`src/rtl/lcd_pkg.sv`:
```
// Shared LCD definitions: arbiter state encoding, command/data flag values
// and default timing shared with the display sequencer.
package lcd_pkg;

    typedef enum logic [1:0] {
        ST_IDLE      = 2'd0,
        ST_WAIT_DONE = 2'd1,
        ST_GAP       = 2'd2
    } lcd_arb_state_t;

    localparam logic CMD  = 1'b0;
    localparam logic DATA = 1'b1;

    localparam int HOLDOFF_US_DEF = 50;
    localparam int TIMEOUT_US_DEF = 5000;

endpackage

```
`src/rtl/lcd_req_slot.sv`:
```
// One-entry request slot: captures a byte-write pulse, holds it until the
// arbiter finishes that byte, and flags requests dropped while full.
module lcd_req_slot
    import lcd_pkg::*;
(
    input  logic       clk_1MHz,
    input  logic       rst_n,
    input  logic       set_ena,
    input  logic [7:0] set_data,
    input  logic       set_cmd_data,
    input  logic       clr,
    output logic       pending,
    output logic [7:0] data,
    output logic       cmd_data,
    output logic       ovf
);

    logic capture;

    // A new request is accepted when empty, or on the very edge the slot drains
    assign capture = set_ena && (!pending || clr);

    // Pending flag and sticky overflow; a set on the clearing edge wins over the clear
    always_ff @(posedge clk_1MHz or negedge rst_n) begin
        if (!rst_n) begin
            pending <= 1'b0;
            ovf     <= 1'b0;
        end else if (capture) begin
            pending <= 1'b1;
        end else if (set_ena) begin
            ovf     <= 1'b1;
        end else if (clr) begin
            pending <= 1'b0;
        end
    end

    // Byte storage; contents only matter while pending, so no reset is needed
    always_ff @(posedge clk_1MHz) begin
        if (capture) begin
            data     <= set_data;
            cmd_data <= set_cmd_data;
        end
    end

endmodule

```
`src/rtl/lcd_write_arbiter.sv`:
```
// Round-robin arbiter sharing the single LCD byte writer between the display
// sequencer (requester 0) and a secondary source (requester 1). Enforces a
// settle gap after every byte and a bounded wait for the writer's done pulse.
module lcd_write_arbiter
    import lcd_pkg::*;
#(
    parameter int HOLDOFF_US = HOLDOFF_US_DEF,
    parameter int TIMEOUT_US = TIMEOUT_US_DEF,
    parameter int CNT_W      = 13
)
(
    input  logic       clk_1MHz,
    input  logic       rst_n,
    input  logic       req0_ena,
    input  logic [7:0] req0_data,
    input  logic       req0_cmd_data,
    output logic       req0_done,
    input  logic       req1_ena,
    input  logic [7:0] req1_data,
    input  logic       req1_cmd_data,
    output logic       req1_done,
    output logic [7:0] wr_data,
    output logic       wr_cmd_data,
    output logic       wr_ena,
    input  logic       wr_done,
    output logic       busy,
    output logic       grant,
    output logic [1:0] ovf,
    output logic       timeout_err
);

    localparam logic [CNT_W-1:0] TMO_LAST  = CNT_W'(TIMEOUT_US - 1);
    localparam logic [CNT_W-1:0] HOLD_LAST = CNT_W'(HOLDOFF_US - 1);

    lcd_arb_state_t   state_q, state_d;
    logic [CNT_W-1:0] cnt_q, cnt_d;
    logic [1:0]       pend;
    logic [1:0]       clr;
    logic [7:0]       slot0_data, slot1_data;
    logic             slot0_cmd, slot1_cmd;
    logic             winner;
    logic             grant_d;
    logic             wr_load;
    logic             done_fire;
    logic             timeout_hit;
    logic [7:0]       sel_data;
    logic             sel_cmd;

    lcd_req_slot u_slot0 (
        .clk_1MHz     (clk_1MHz),
        .rst_n        (rst_n),
        .set_ena      (req0_ena),
        .set_data     (req0_data),
        .set_cmd_data (req0_cmd_data),
        .clr          (clr[0]),
        .pending      (pend[0]),
        .data         (slot0_data),
        .cmd_data     (slot0_cmd),
        .ovf          (ovf[0])
    );

    lcd_req_slot u_slot1 (
        .clk_1MHz     (clk_1MHz),
        .rst_n        (rst_n),
        .set_ena      (req1_ena),
        .set_data     (req1_data),
        .set_cmd_data (req1_cmd_data),
        .clr          (clr[1]),
        .pending      (pend[1]),
        .data         (slot1_data),
        .cmd_data     (slot1_cmd),
        .ovf          (ovf[1])
    );

    assign busy = (state_q != ST_IDLE);

    // Next-state, counter, arbitration and slot-clear decisions
    always_comb begin
        state_d     = state_q;
        cnt_d       = cnt_q + 1'b1;
        grant_d     = grant;
        wr_load     = 1'b0;
        done_fire   = 1'b0;
        timeout_hit = 1'b0;
        // On a tie the requester not served last wins; otherwise the only pending one
        winner      = (pend[0] && pend[1]) ? ~grant : pend[1];
        sel_data    = winner ? slot1_data : slot0_data;
        sel_cmd     = winner ? slot1_cmd  : slot0_cmd;
        unique case (state_q)
            ST_IDLE: begin
                cnt_d = cnt_q;
                if (|pend) begin
                    grant_d = winner;
                    wr_load = 1'b1;
                    cnt_d   = '0;
                    state_d = ST_WAIT_DONE;
                end
            end
            ST_WAIT_DONE: begin
                // A real done on the timeout edge counts as a normal completion
                if (wr_done) begin
                    done_fire = 1'b1;
                end else if (cnt_q == TMO_LAST) begin
                    done_fire   = 1'b1;
                    timeout_hit = 1'b1;
                end
                if (done_fire) begin
                    cnt_d   = '0;
                    state_d = ST_GAP;
                end
            end
            ST_GAP: begin
                if (cnt_q == HOLD_LAST) begin
                    state_d = ST_IDLE;
                end
            end
            default: begin
                cnt_d   = '0;
                state_d = ST_IDLE;
            end
        endcase
        clr = done_fire ? (grant ? 2'b10 : 2'b01) : 2'b00;
    end

    // State, counter, writer handshake and per-requester done pulses
    always_ff @(posedge clk_1MHz or negedge rst_n) begin
        if (!rst_n) begin
            state_q     <= ST_IDLE;
            cnt_q       <= '0;
            grant       <= 1'b1;
            wr_ena      <= 1'b0;
            wr_data     <= 8'h00;
            wr_cmd_data <= 1'b0;
            req0_done   <= 1'b0;
            req1_done   <= 1'b0;
            timeout_err <= 1'b0;
        end else begin
            state_q   <= state_d;
            cnt_q     <= cnt_d;
            grant     <= grant_d;
            wr_ena    <= wr_load;
            req0_done <= clr[0];
            req1_done <= clr[1];
            if (wr_load) begin
                wr_data     <= sel_data;
                wr_cmd_data <= sel_cmd;
            end
            if (timeout_hit) begin
                timeout_err <= 1'b1;
            end
        end
    end

endmodule
```
`config.mk`:
```
export PLATFORM = sky130hd
export DESIGN_NAME = lcd_write_arbiter
export DESIGN_NICKNAME = d
export VERILOG_FILES = /design/src/rtl/lcd_pkg.sv /design/src/rtl/lcd_req_slot.sv /design/src/rtl/lcd_write_arbiter.sv
export SDC_FILE = /design/constraint.sdc
export NUM_CORES = 1
export LEC_CHECK = 0
export CORE_MARGIN = 2
export CORE_UTILIZATION = 30
export DETAILED_ROUTE_END_ITERATION = 12
export PLACE_DENSITY = 0.48
export SYNTH_ARGS = -nofsm -noshare
export SYNTH_HDL_FRONTEND = slang
export SYNTH_SLANG_ARGS = --single-unit
```
`constraint.sdc`:
```
create_clock -name clk_1MHz -period 5.9 [get_ports clk_1MHz]
set_input_delay 1.18 -clock clk_1MHz [delete_from_list [all_inputs] [get_ports clk_1MHz]]
set_output_delay 1.18 -clock clk_1MHz [all_outputs]
set_load 0.01 [all_outputs]
```
* Word-level counts from Yosys, hierarchy flattened
Index checks and enable logic that the tools add are counted.
Operators by class: add/sub/neg operators 1, equal/unequal tests 9, muxes and demuxes 26, bitwise logic cells 3, reductions and logical operators 18
Operator list (number):
- $pmux W13 S3 | 1
- $mux W13 | 2
- $mux W1 | 16
- $add A13 B1 Y13 const B | 1
- $eq A13 B13 Y1 const B | 1
- $eq A13 B6 Y1 const B | 1
- $mux W2 | 5
- $reduce_and A2 Y1 | 5
- $mux W8 | 1
- $ne A2 B2 Y1 const B | 3
- $pmux W2 S3 | 1
- $reduce_bool A2 Y1 | 3
- $ne A2 B1 Y1 const B | 2
- $logic_and A1 B1 Y1 | 3
- $not A1 Y1 | 3
- $reduce_and A3 Y1 | 1
- $eq A2 B1 Y1 const B | 1
- $eq A2 B2 Y1 const B | 1
- $logic_not A1 Y1 | 2
- $logic_not A2 Y1 | 1
- $logic_or A1 B1 Y1 | 2
- $reduce_or A2 Y1 | 1
Word-level totals: flip-flop bits (word level) 51, output and inout port bits 17

* Logic depth before layout (Yosys ltp)
Gate-level depths: netlist (run 1).
word-level depth 10, mapped depth 7, mapped depth without buffers 6

* Modules after synthesis
From an unflattened synthesis (run 1), not the netlist that was laid out.
Unflattened totals: cell total of the unflattened synthesis 203, area, all modules 2356.0 µm²
Modules (own cells, without submodules):
- lcd_write_arbiter | instances 1, cells each 171, area an instance 1640.3 µm²
- lcd_req_slot | instances 2, cells each 16, area an instance 357.8 µm²

* Worst setup path after synthesis (run 1)
OpenSTA, ideal clock, no wires.
kind input to register, from input wr_done, to register u_slot1.cmd_data, enable pin, setup time 0.375 ns, arrival time 1.960 ns, data required time 5.525 ns, slack 3.565 ns, cell stages on the path 3, path through a31oi_2 -> o31a_1 -> nor2b_1
Between the ends: word-level cells in the longest chain between the ends 6
RTL lines:
- start: declaration | line lcd_write_arbiter.sv:25 | input logic wr_done,
- $mux W1 | line lcd_write_arbiter.sv:101 | if (wr_done) begin
- $mux W1 (2 in series) | line lcd_write_arbiter.sv:89 | unique case (state_q)
- $mux W2 | line lcd_write_arbiter.sv:122 | clr = done_fire ? (grant ? 2'b10 : 2'b01) : 2'b00;
- $logic_or A1 B1 Y1 | line lcd_req_slot.sv:21 | assign capture = set_ena && (!pending || clr);
- $logic_and A1 B1 Y1 | line lcd_req_slot.sv:21
- net u_slot1.capture | line lcd_req_slot.sv:18 | logic capture;
- end signal: assignment | line lcd_req_slot.sv:41 | cmd_data <= set_cmd_data;
- end: declaration | line lcd_req_slot.sv:14 | output logic cmd_data,
The timed path passes the listed nets, and every way through them passes these cells. The select of a mux whose other input is x is not followed. A chain may end at the register's enable or synchronous reset.

* Worst setup path in the final report (run 1)
from register state_q[1], to output busy
Between the ends: word-level cells in the longest chain between the ends 1
RTL lines:
- start: declaration | line lcd_write_arbiter.sv:35 | lcd_arb_state_t state_q, state_d;
- start signal: assignment | line lcd_write_arbiter.sv:138 | state_q <= state_d;
- $reduce_bool A2 Y1 | line lcd_write_arbiter.sv:75 | assign busy = (state_q != ST_IDLE);
- end: declaration | line lcd_write_arbiter.sv:26 | output logic busy,
Every way passes these cells.

==> results of run 1 <==
## per-stage QoR
stage	cell area, um2	hold slack [ns]
2_1_floorplan	2242	0.4289
3_3_place_gp	2746	0.4614
3_5_place_dp	2746	0.4571
4_1_cts	2835	0.4773
5_1_grt	2835	0.5113
6_report	2835	0.4711
## Yosys cell counts, types with 2 or more instances
cell type	n
xor2_1	2
or4_1	2
buf_4	2
nand3_1	5
and2_1	3
inv_1	10
a21o_1	2
a31oi_1	3
mux2i_1	10
nand2b_1	3
nor2_1	7
a21oi_1	4
dfrtp_1	32
ha_1	5
nand2_1	15
nor4b_1	2
buf_2	2
xnor2_1	5
nand4_1	2
nor2b_1	2
clkbuf_1	2
nor3_1	7
and4_1	3
edfxtp_1	18
o21ai_0	14
o31ai_1	4
## metal layers
layer  part of all wire (%)  track usage [%]  vias to the layer above  wire [um]
met4                    1.9            5.000                        0         85
met1                     49            16.27                      696       2181
met3                    3.7            3.088                        6        165
met2                     45            18.11                       24       2025
li1                       -                -                      751          -
met5                      0                0                        -          0
## cells in the final DEF, fill, tap and decap left out, types with 2 or more instances in the layout
master and count:
nor4b_1 2, nor3_1 7, nand4_1 2, nand2_1 15
dfrtp_1 32, clkbuf_8 5, edfxtp_1 18, and2_1 3
o31ai_1 4, a21o_1 2, nor2b_1 2, o21ai_0 14
clkdlybuf4s50_1 39, inv_1 10, buf_4 3, and4_1 3
a31oi_1 3, xnor2_1 5, or4_1 2, nor2_1 7
mux2i_1 10, xor2_1 2, a21oi_1 4, nand2b_1 3
ha_1 5, nand3_1 5
## kinds of logic after synthesis
logic type	Yosys count	synth area share [%]
muxes	10	4.464
and+or+nand+nor	61	15.96
AOI/OAI and AO/OA	35	9.933
adders and majority gates	5	2.790
DFF	51	60.99
buffers and inverters	16	3.125
xor gates and xnor gates	7	2.734
## flip-flops by register name (all words and copies together), names as in the netlist, 2 cells and up
signal and flops:
cnt_q 13, wr_data 8, u_slot1.data 8, u_slot0.data 8
state_q 2
## critical path, delay by kind of cell (launching register included)
kind / cells / cell delay, ns
buffers and inverters: 3 / 0.69
DFF: 1 / 0.39
adders and majority gates: 1 / 0.24
## path summary, 6_finish.rpt
| check | start | endpoint | slack, ns | depth (start not counted) |
|---|---|---|---|---|
| max reg2reg | cnt_q[3] | u_slot1.data[7] | 3.44 | 4 |
| min reg2reg | u_slot1.ovf | u_slot1.ovf | 0.47 | 1 |
| max in group asynchronous | rst_n | grant | 4.28 | 2 |
| max | state_q[1] | busy | 3.10 | 4 |
| min | u_slot1.ovf | u_slot1.ovf | 0.47 | 1 |
| min in group asynchronous | rst_n | cnt_q[9] | 1.27 | 2 |
## final cells by class
| type | instances | area (um2) |
|---|---|---|
| Clock buffer | 5 | 68.82 |
| Clock inverter | 3 | 20.02 |
| Sequential cell | 51 | 1368 |
| Timing Repair Buffer | 42 | 412.9 |
| Tap cell | 99 | 123.9 |
| Fill cell | 749 | 4418 |
| Inverter | 10 | 37.54 |
| Multi-Input combinational cell | 118 | 804.5 |
## power groups by stage
stage	clock [W]	sequential, W	combinational [W]
floorplan	0	0.000506	0.000191
global placement	0	0.000493	0.000374
detailed placement	0	0.000495	0.000374
CTS	0.000211	0.000487	0.000376
global route	0.000225	0.000496	0.000413
finish	0.000200	0.000486	0.000365
==> results.py, run 1 <==
metrics = {
    "synthesis": {
        "netlist_area_um2": 2242,
        "ys_ff_latch": 51,
        "synthFlopType": "dfrtp_1",
        "synth_top_area_share_pct": 35.71,
        "synthTopCellsByArea": "dfrtp_1, edfxtp_1, mux2i_1",
        "ys_seq_area_share_pct": 60.99,
        "synthCells": 185,
        "ys_types": 45,
        "synth_edf_count": 18,
        "yosysTopAreaCell": "dfrtp_1",
        "syn_avg_cell_area_um2": 12.12,
        "yosys_warnings": 0,
        "async_reset_ff_share_pct": 64.71,
        "synth_nets": 213,
    },
    "route": {
        "avgRoutedWirePerCell_um": 13.59,
        "drc": 0,
        "drt-pass1-iter-count": 6,
        "num_vias": 1477,
        "drt_iter0_markers": 78,
        "vias_per_cell": 4.503,
        "wirelength_mm": 4.458,
        "ant_nets": 0,
    },
    "floorplanning": {
        "dieArea_um2": 8181,
        "die_y_um": 90.45,
        "fp-row-count": 31,
        "dieWidth_um": 90.45,
        "ios": 40,
        "coreArea_um2": 7253,
        "initial_core_util_pct": 30.91,
    },
    "clocking": {
        "holdBufCountCts": 0,
        "clk_transition_reported_paths_ns": 0.09,
        "numClockSinks": 51,
        "numCtsBuffers": 5,
        "clkLatencyLatePin_ns": 0.30,
        "root_buffer": "clkbuf_8",
        "cts-htree-levels": 2,
        "postCtsSetupBuffers": 0,
        "clk_path_buf_depth": 2,
        "cts_resized": 0,
        "tritoncts": "yes",
    },
    "global_routing": {
        "grt_pass1_wl_mm": 7.631,
        "grt_antenna_before_repair": 0,
        "grt_overflow_total": 0,
        "first_global_vias": 1504,
        "grt_max_degree": 34,
        "grt_use_total_pct": 11.95,
    },
    "power_and_ir_drop": {
        "switching_power_w": 0.0003438,
        "internal_power_w": 0.0007076,
        "power.leakage_nw": 1.093,
        "comb_power_share_pct": 34.7,
        "p_per_area_nw_per_um2": 370.8,
        "seqPwrFrac_pct": 46.2,
        "pwr-share-clk_pct": 19.1,
        "p_sw_share_pct": 32.70,
        "ir_drop_mv": 0.1236,
        "p_total_w": 0.001051,
    },
    "worst_setup_path": {
        "critPathLaunchType": "flip-flop",
        "crit_path_end_kind": "output port",
        "crit_required_ns": 4.72,
        "cpMostUsedCell": "inv_1",
        "slowest_stage": "clkdlybuf4s50_1",
        "slowest_delay_ns": 0.53,
        "crit_chain": "inv_1 -> ha_1 -> inv_1 -> clkdlybuf4s50_1",
        "arrival_ns": 1.62,
        "critPathMaxFanout": 6,
        "path_class": "flip-flop to output port",
    },
    "cells_and_area": {
        "insertedDiodeCount": 0,
        "area_growth_pct": 26.45,
        "utilization_pct": 39.09,
        "fin_nets": 256,
        "drive_gt1_share_pct": 6.987,
        "stdcell_count": 328,
    },
    "sta": {
        "min_period_ns": 2.804,
        "max_freq_mhz": 356.7,
        "setup_viol": 0,
        "slew_viol_final": 0,
        "layout_setup_ws_ns": 3.096,
        "rsz0062_at_grt": "no",
        "finalCritPeriodShare_pct": 47.52,
        "fin_tns_setup_ns": 0,
        "slew_headroom_pct": 23.24,
        "hold_viol": 0,
        "finClkSkew_ns": 0.004511,
        "worst_pin_slew_ns": 1.149,
    },
    "placement": {
        "place_congestion": 0.6992,
        "place_inst": 320,
        "port_buffers": 39,
        "hpwl_mm": 3.173,
        "dpl_worst_slack_ns": 2.762,
    },
    "hold_path": {
        "hold_path.class": "flip-flop to flip-flop",
    },
    "outcome": {
        "status": "finished clean",
    },
    "flow_run": {
        "cap_violations": 0,
    },
}
Power figures use the tool's default switching activity.
==> run 2: changes to the inputs <==
clock period = 2.7 ns   (was 5.9 ns; I/O delays follow)
==> results.py, run 2 (synthesis results as in run 1) <==
metrics = {
    "sta": {
        "setup_viol": 0,
        "min_period_ns": 2.303,
        "max_freq_mhz": 434.2,
        "finClkSkew_ns": 0.005890,
        "rsz0062_at_grt": "no",
        "layout_setup_ws_ns": 0.3967,
        "worst_pin_slew_ns": 1.140,
        "hold_viol": 0,
        "finalCritPeriodShare_pct": 85.31,
        "fin_tns_setup_ns": 0,
        "slew_headroom_pct": 23.47,
        "slew_viol_final": 0,
    },
    "floorplanning": {
        "dieWidth_um": 90.45,
        "coreArea_um2": 7253,
        "initial_core_util_pct": 30.91,
        "fp-row-count": 31,
        "die_y_um": 90.45,
        "dieArea_um2": 8181,
        "ios": 40,
    },
    "route": {
        "wirelength_mm": 4.518,
        "vias_per_cell": 4.529,
        "drc": 0,
        "drt_iter0_markers": 37,
        "ant_nets": 0,
        "drt-pass1-iter-count": 4,
        "num_vias": 1490,
        "avgRoutedWirePerCell_um": 13.73,
    },
    "clocking": {
        "tritoncts": "yes",
        "numClockSinks": 51,
        "clkLatencyLatePin_ns": 0.30,
        "holdBufCountCts": 0,
        "clk_transition_reported_paths_ns": 0.10,
        "postCtsSetupBuffers": 0,
        "root_buffer": "clkbuf_8",
        "cts-htree-levels": 2,
        "clk_path_buf_depth": 2,
        "cts_resized": 0,
        "numCtsBuffers": 5,
    },
    "placement": {
        "dpl_worst_slack_ns": 0.3083,
        "port_buffers": 39,
        "place_congestion": 0.7361,
        "hpwl_mm": 3.251,
        "place_inst": 321,
    },
    "global_routing": {
        "grt_overflow_total": 0,
        "first_global_vias": 1495,
        "grt_max_degree": 34,
        "grt_antenna_before_repair": 0,
        "grt_use_total_pct": 11.87,
        "grt_pass1_wl_mm": 7.686,
    },
    "worst_setup_path": {
        "slowest_delay_ns": 0.46,
        "crit_required_ns": 2.66,
        "arrival_ns": 2.27,
        "crit_family": "simple AND/OR/NAND/NOR gates",
        "critPathMaxFanout": 9,
        "slowest_stage": "and2_1",
        "critPathLaunchType": "flip-flop",
        "crit_path_end_kind": "flip-flop",
        "critPathBufInv": 0,
        "crit_chain": "ha_1 -> and4_1 -> a31oi_2 -> o31ai_1 -> and2_1",
        "path_class": "flip-flop to flip-flop",
    },
    "cells_and_area": {
        "top_register": "cnt_q",
        "area_growth_pct": 27.79,
        "insertedDiodeCount": 0,
        "fin_nets": 257,
        "stdcell_count": 329,
        "utilization_pct": 39.50,
        "drive_gt1_share_pct": 7.391,
        "layout_commonest_cell": "clkdlybuf4s50_1",
        "layout_common_cells": "clkdlybuf4s50_1, dfrtp_1, edfxtp_1",
        "largest_reg_flops": 13,
    },
    "power_and_ir_drop": {
        "ir_drop_mv": 0.2532,
        "power.leakage_nw": 1.113,
        "p_per_area_nw_per_um2": 839.8,
    },
    "flow_run": {
        "cap_violations": 0,
    },
    "outcome": {
        "status": "finished clean",
    },
    "hold_path": {
        "hold_path.class": "flip-flop to flip-flop",
    },
}
==> run 2: changes by cell type in the layout (fill, tap and decap cells not counted), sizes merged <==
cell,delta
buf,+1
inv,+1
clkinvlp,-1
bufinv,+1
clkinv,-1
==> run 2: layout make-up <==
| type | instances | area [um2] |
|---|---|---|
| Fill cell | 722 | 4388 |
| Sequential cell | 51 | 1368 |
| Multi-Input combinational cell | 118 | 804.5 |
| Timing Repair Buffer | 43 | 420.4 |
| Tap cell | 99 | 123.9 |
| Clock buffer | 5 | 68.82 |
| Clock inverter | 3 | 42.54 |
| Inverter | 10 | 37.54 |
==> run 2: path summary, 6_finish.rpt <==
path | startpoint | cells past startpoint | slack (ns) | to
hold / removal | u_slot1.ovf | 1 | 0.46 | u_slot1.ovf
max in group asynchronous | rst_n | 2 | 1.74 | grant
min in group asynchronous | rst_n | 2 | 0.63 | timeout_err
setup reg to reg | cnt_q[0] | 5 | 0.40 | u_slot0.data[3]
setup / recovery | cnt_q[0] | 5 | 0.40 | u_slot0.data[3]
hold reg to reg | u_slot1.ovf | 1 | 0.46 | u_slot1.ovf
==> run 2: layer usage <==
metal / track usage (%) / routed length [um] / up-vias
met2: 18.92 / 2181 / 24
met3: 2.504 / 126 / 5
li1: - / - / 753
met5: 0 / 0 / -
met4: 4.615 / 65 / 0
met1: 15.87 / 2144 / 708
==> run 2: per-stage QoR <==
stage	hold slack, ns	total power [W]	cell area [um2]
6_report	0.4629	0.002406	2865
5_1_grt	0.4990	0.002567	2865
4_1_cts	0.4682	0.002452	2865
3_5_place_dp	0.4476	0.001904	2754
3_3_place_gp	0.4438	0.001887	2754
2_1_floorplan	0.2444	0.001524	2242
==> run 2: power by group <==
part | internal [W] | switching, W | leakage (nW) | total, W
logic | 0.000395 | 0.000415 | 0.477 | 0.000809
clock network | 0.000277 | 0.000259 | 0.0562 | 0.000536
registers | 0.000972 | 0.0000887 | 0.580 | 0.00106
==> run 3: changes to the inputs <==
CORE_UTILIZATION = 25   (was 30)
PLACE_DENSITY = 0.42   (was 0.48)
SLEW_MARGIN = 20   (was default)
==> results.py, run 3 (synthesis results as in run 1) <==
metrics = {
    "worst_setup_path": {
        "rrSetupSlack_ns": 0.44,
        "critPathMaxFanout": 9,
        "reg2reg_depth": 4,
        "crit_required_ns": 2.66,
        "regToRegEndpoint": "u_slot0.data[6]",
        "path_class": "flip-flop to flip-flop",
        "critPathLaunchType": "flip-flop",
        "crit_path_end_kind": "flip-flop",
        "r2r_start": "cnt_q[3]",
        "arrival_ns": 2.23,
    },
    "cells_and_area": {
        "layout_common_cells": "clkdlybuf4s50_1, dfrtp_1, edfxtp_1",
        "utilization_pct": 32.93,
        "insertedDiodeCount": 0,
        "top_register": "cnt_q",
        "area_growth_pct": 28.07,
        "layout_commonest_cell": "clkdlybuf4s50_1",
        "fin_nets": 256,
        "largest_reg_flops": 13,
        "drive_gt1_share_pct": 8.297,
        "stdcell_count": 337,
    },
    "route": {
        "vias_per_cell": 4.478,
        "drt-pass1-iter-count": 4,
        "num_vias": 1509,
        "drt_iter0_markers": 43,
        "drc": 0,
        "wirelength_mm": 4.656,
        "avgRoutedWirePerCell_um": 13.82,
        "ant_nets": 0,
    },
    "sta": {
        "slew_headroom_pct": 48.93,
        "hold_viol": 0,
        "min_period_ns": 2.264,
        "finClkSkew_ns": 0.01184,
        "rsz0062_at_grt": "no",
        "slew_viol_final": 0,
        "worst_pin_slew_ns": 0.7661,
        "holdWs_ns": 0.2929,
        "finalCritPeriodShare_pct": 83.87,
        "setup_viol": 0,
        "fin_tns_setup_ns": 0,
        "max_freq_mhz": 441.6,
    },
    "flow_run": {
        "cap_violations": 0,
    },
    "clocking": {
        "clkLatencyLatePin_ns": 0.31,
        "tritoncts": "yes",
        "numClockSinks": 51,
        "postCtsSetupBuffers": 0,
        "cts-htree-levels": 2,
        "root_buffer": "clkbuf_8",
        "holdBufCountCts": 0,
        "clk_path_buf_depth": 2,
        "clk_transition_reported_paths_ns": 0.10,
        "numCtsBuffers": 5,
        "cts_resized": 0,
    },
    "power_and_ir_drop": {
        "power.leakage_nw": 1.108,
        "p_per_area_nw_per_um2": 837.5,
        "p_total_w": 0.002405,
        "ir_drop_mv": 0.2021,
    },
    "outcome": {
        "status": "finished clean",
    },
    "floorplanning": {
        "initial_core_util_pct": 25.71,
        "ios": 40,
        "coreArea_um2": 8721,
        "fp-row-count": 34,
        "dieArea_um2": 9742,
        "dieWidth_um": 98.70,
        "die_y_um": 98.70,
    },
    "placement": {
        "place_inst": 329,
        "place_congestion": 0.7706,
        "hpwl_mm": 3.374,
        "port_buffers": 39,
    },
    "global_routing": {
        "grt_antenna_before_repair": 0,
        "grt_pass1_wl_mm": 7.583,
        "grt_max_degree": 34,
        "grt_use_total_pct": 10.26,
        "grt_overflow_total": 0,
        "first_global_vias": 1434,
    },
    "hold_path": {
        "hold_path.class": "input pin to async pin",
    },
}
## run 3: changes by cell type in the layout (fill, tap and decap cells not counted)
cell and change:
clkdlybuf4s50_1 -1, clkinv_1 -1, buf_4 -1, o21ai_2 +1
o21ai_1 -1, buf_2 +1, clkinvlp_4 +1
## run 3: cell type report
| type | count | area, um2 |
|---|---|---|
| Clock buffer | 5 | 68.82 |
| Timing Repair Buffer | 42 | 407.9 |
| Inverter | 10 | 37.54 |
| Fill cell | 900 | 5849 |
| Clock inverter | 3 | 46.29 |
| Sequential cell | 51 | 1368 |
| Tap cell | 108 | 135.1 |
| Multi-Input combinational cell | 118 | 808.3 |
## run 3: where the power goes
group	internal, W	switching, W
combinational	0.000394	0.000408
clock	0.000279	0.000263
sequential	0.000972	0.0000885
total	0.00165	0.000760
## run 3: stage by stage
step	instance area [um2]	setup slack (ns)
after global routing	2872	0.2014
after global placement	2753	0.3873
final	2872	0.4356
after detailed placement	2756	0.3598
after CTS	2872	0.3921
after floorplan	2242	0.6011
## run 3: critical path, stage by stage, from the launching register on
cell     delay, ns
dfrtp_1       0.48
nor4_4        0.42
a31oi_2       0.21
o31ai_1       0.35
and2_1        0.46
## run 3: how the worst max path moves through the flow
stage,from,endpoint,slack [ns],cells past startpoint
finish,cnt_q[3],u_slot0.data[6],0.44,4
global route,cnt_q[3],u_slot0.data[2],0.20,4
CTS,cnt_q[3],u_slot0.data[6],0.39,4
detailed placement,wr_done,u_slot0.data[7],0.36,4
global placement,wr_done,u_slot0.data[3],0.39,4
floorplan,cnt_q[3],u_slot1.cmd_data,0.60,4
## run 3: per-layer routing
layer | routed length, um | track usage (%)
met1 | 2129 | 13.46
met2 | 2273 | 16.38
met3 | 168 | 2.482
met4 | 85 | 4.110
met5 | 0 | 0
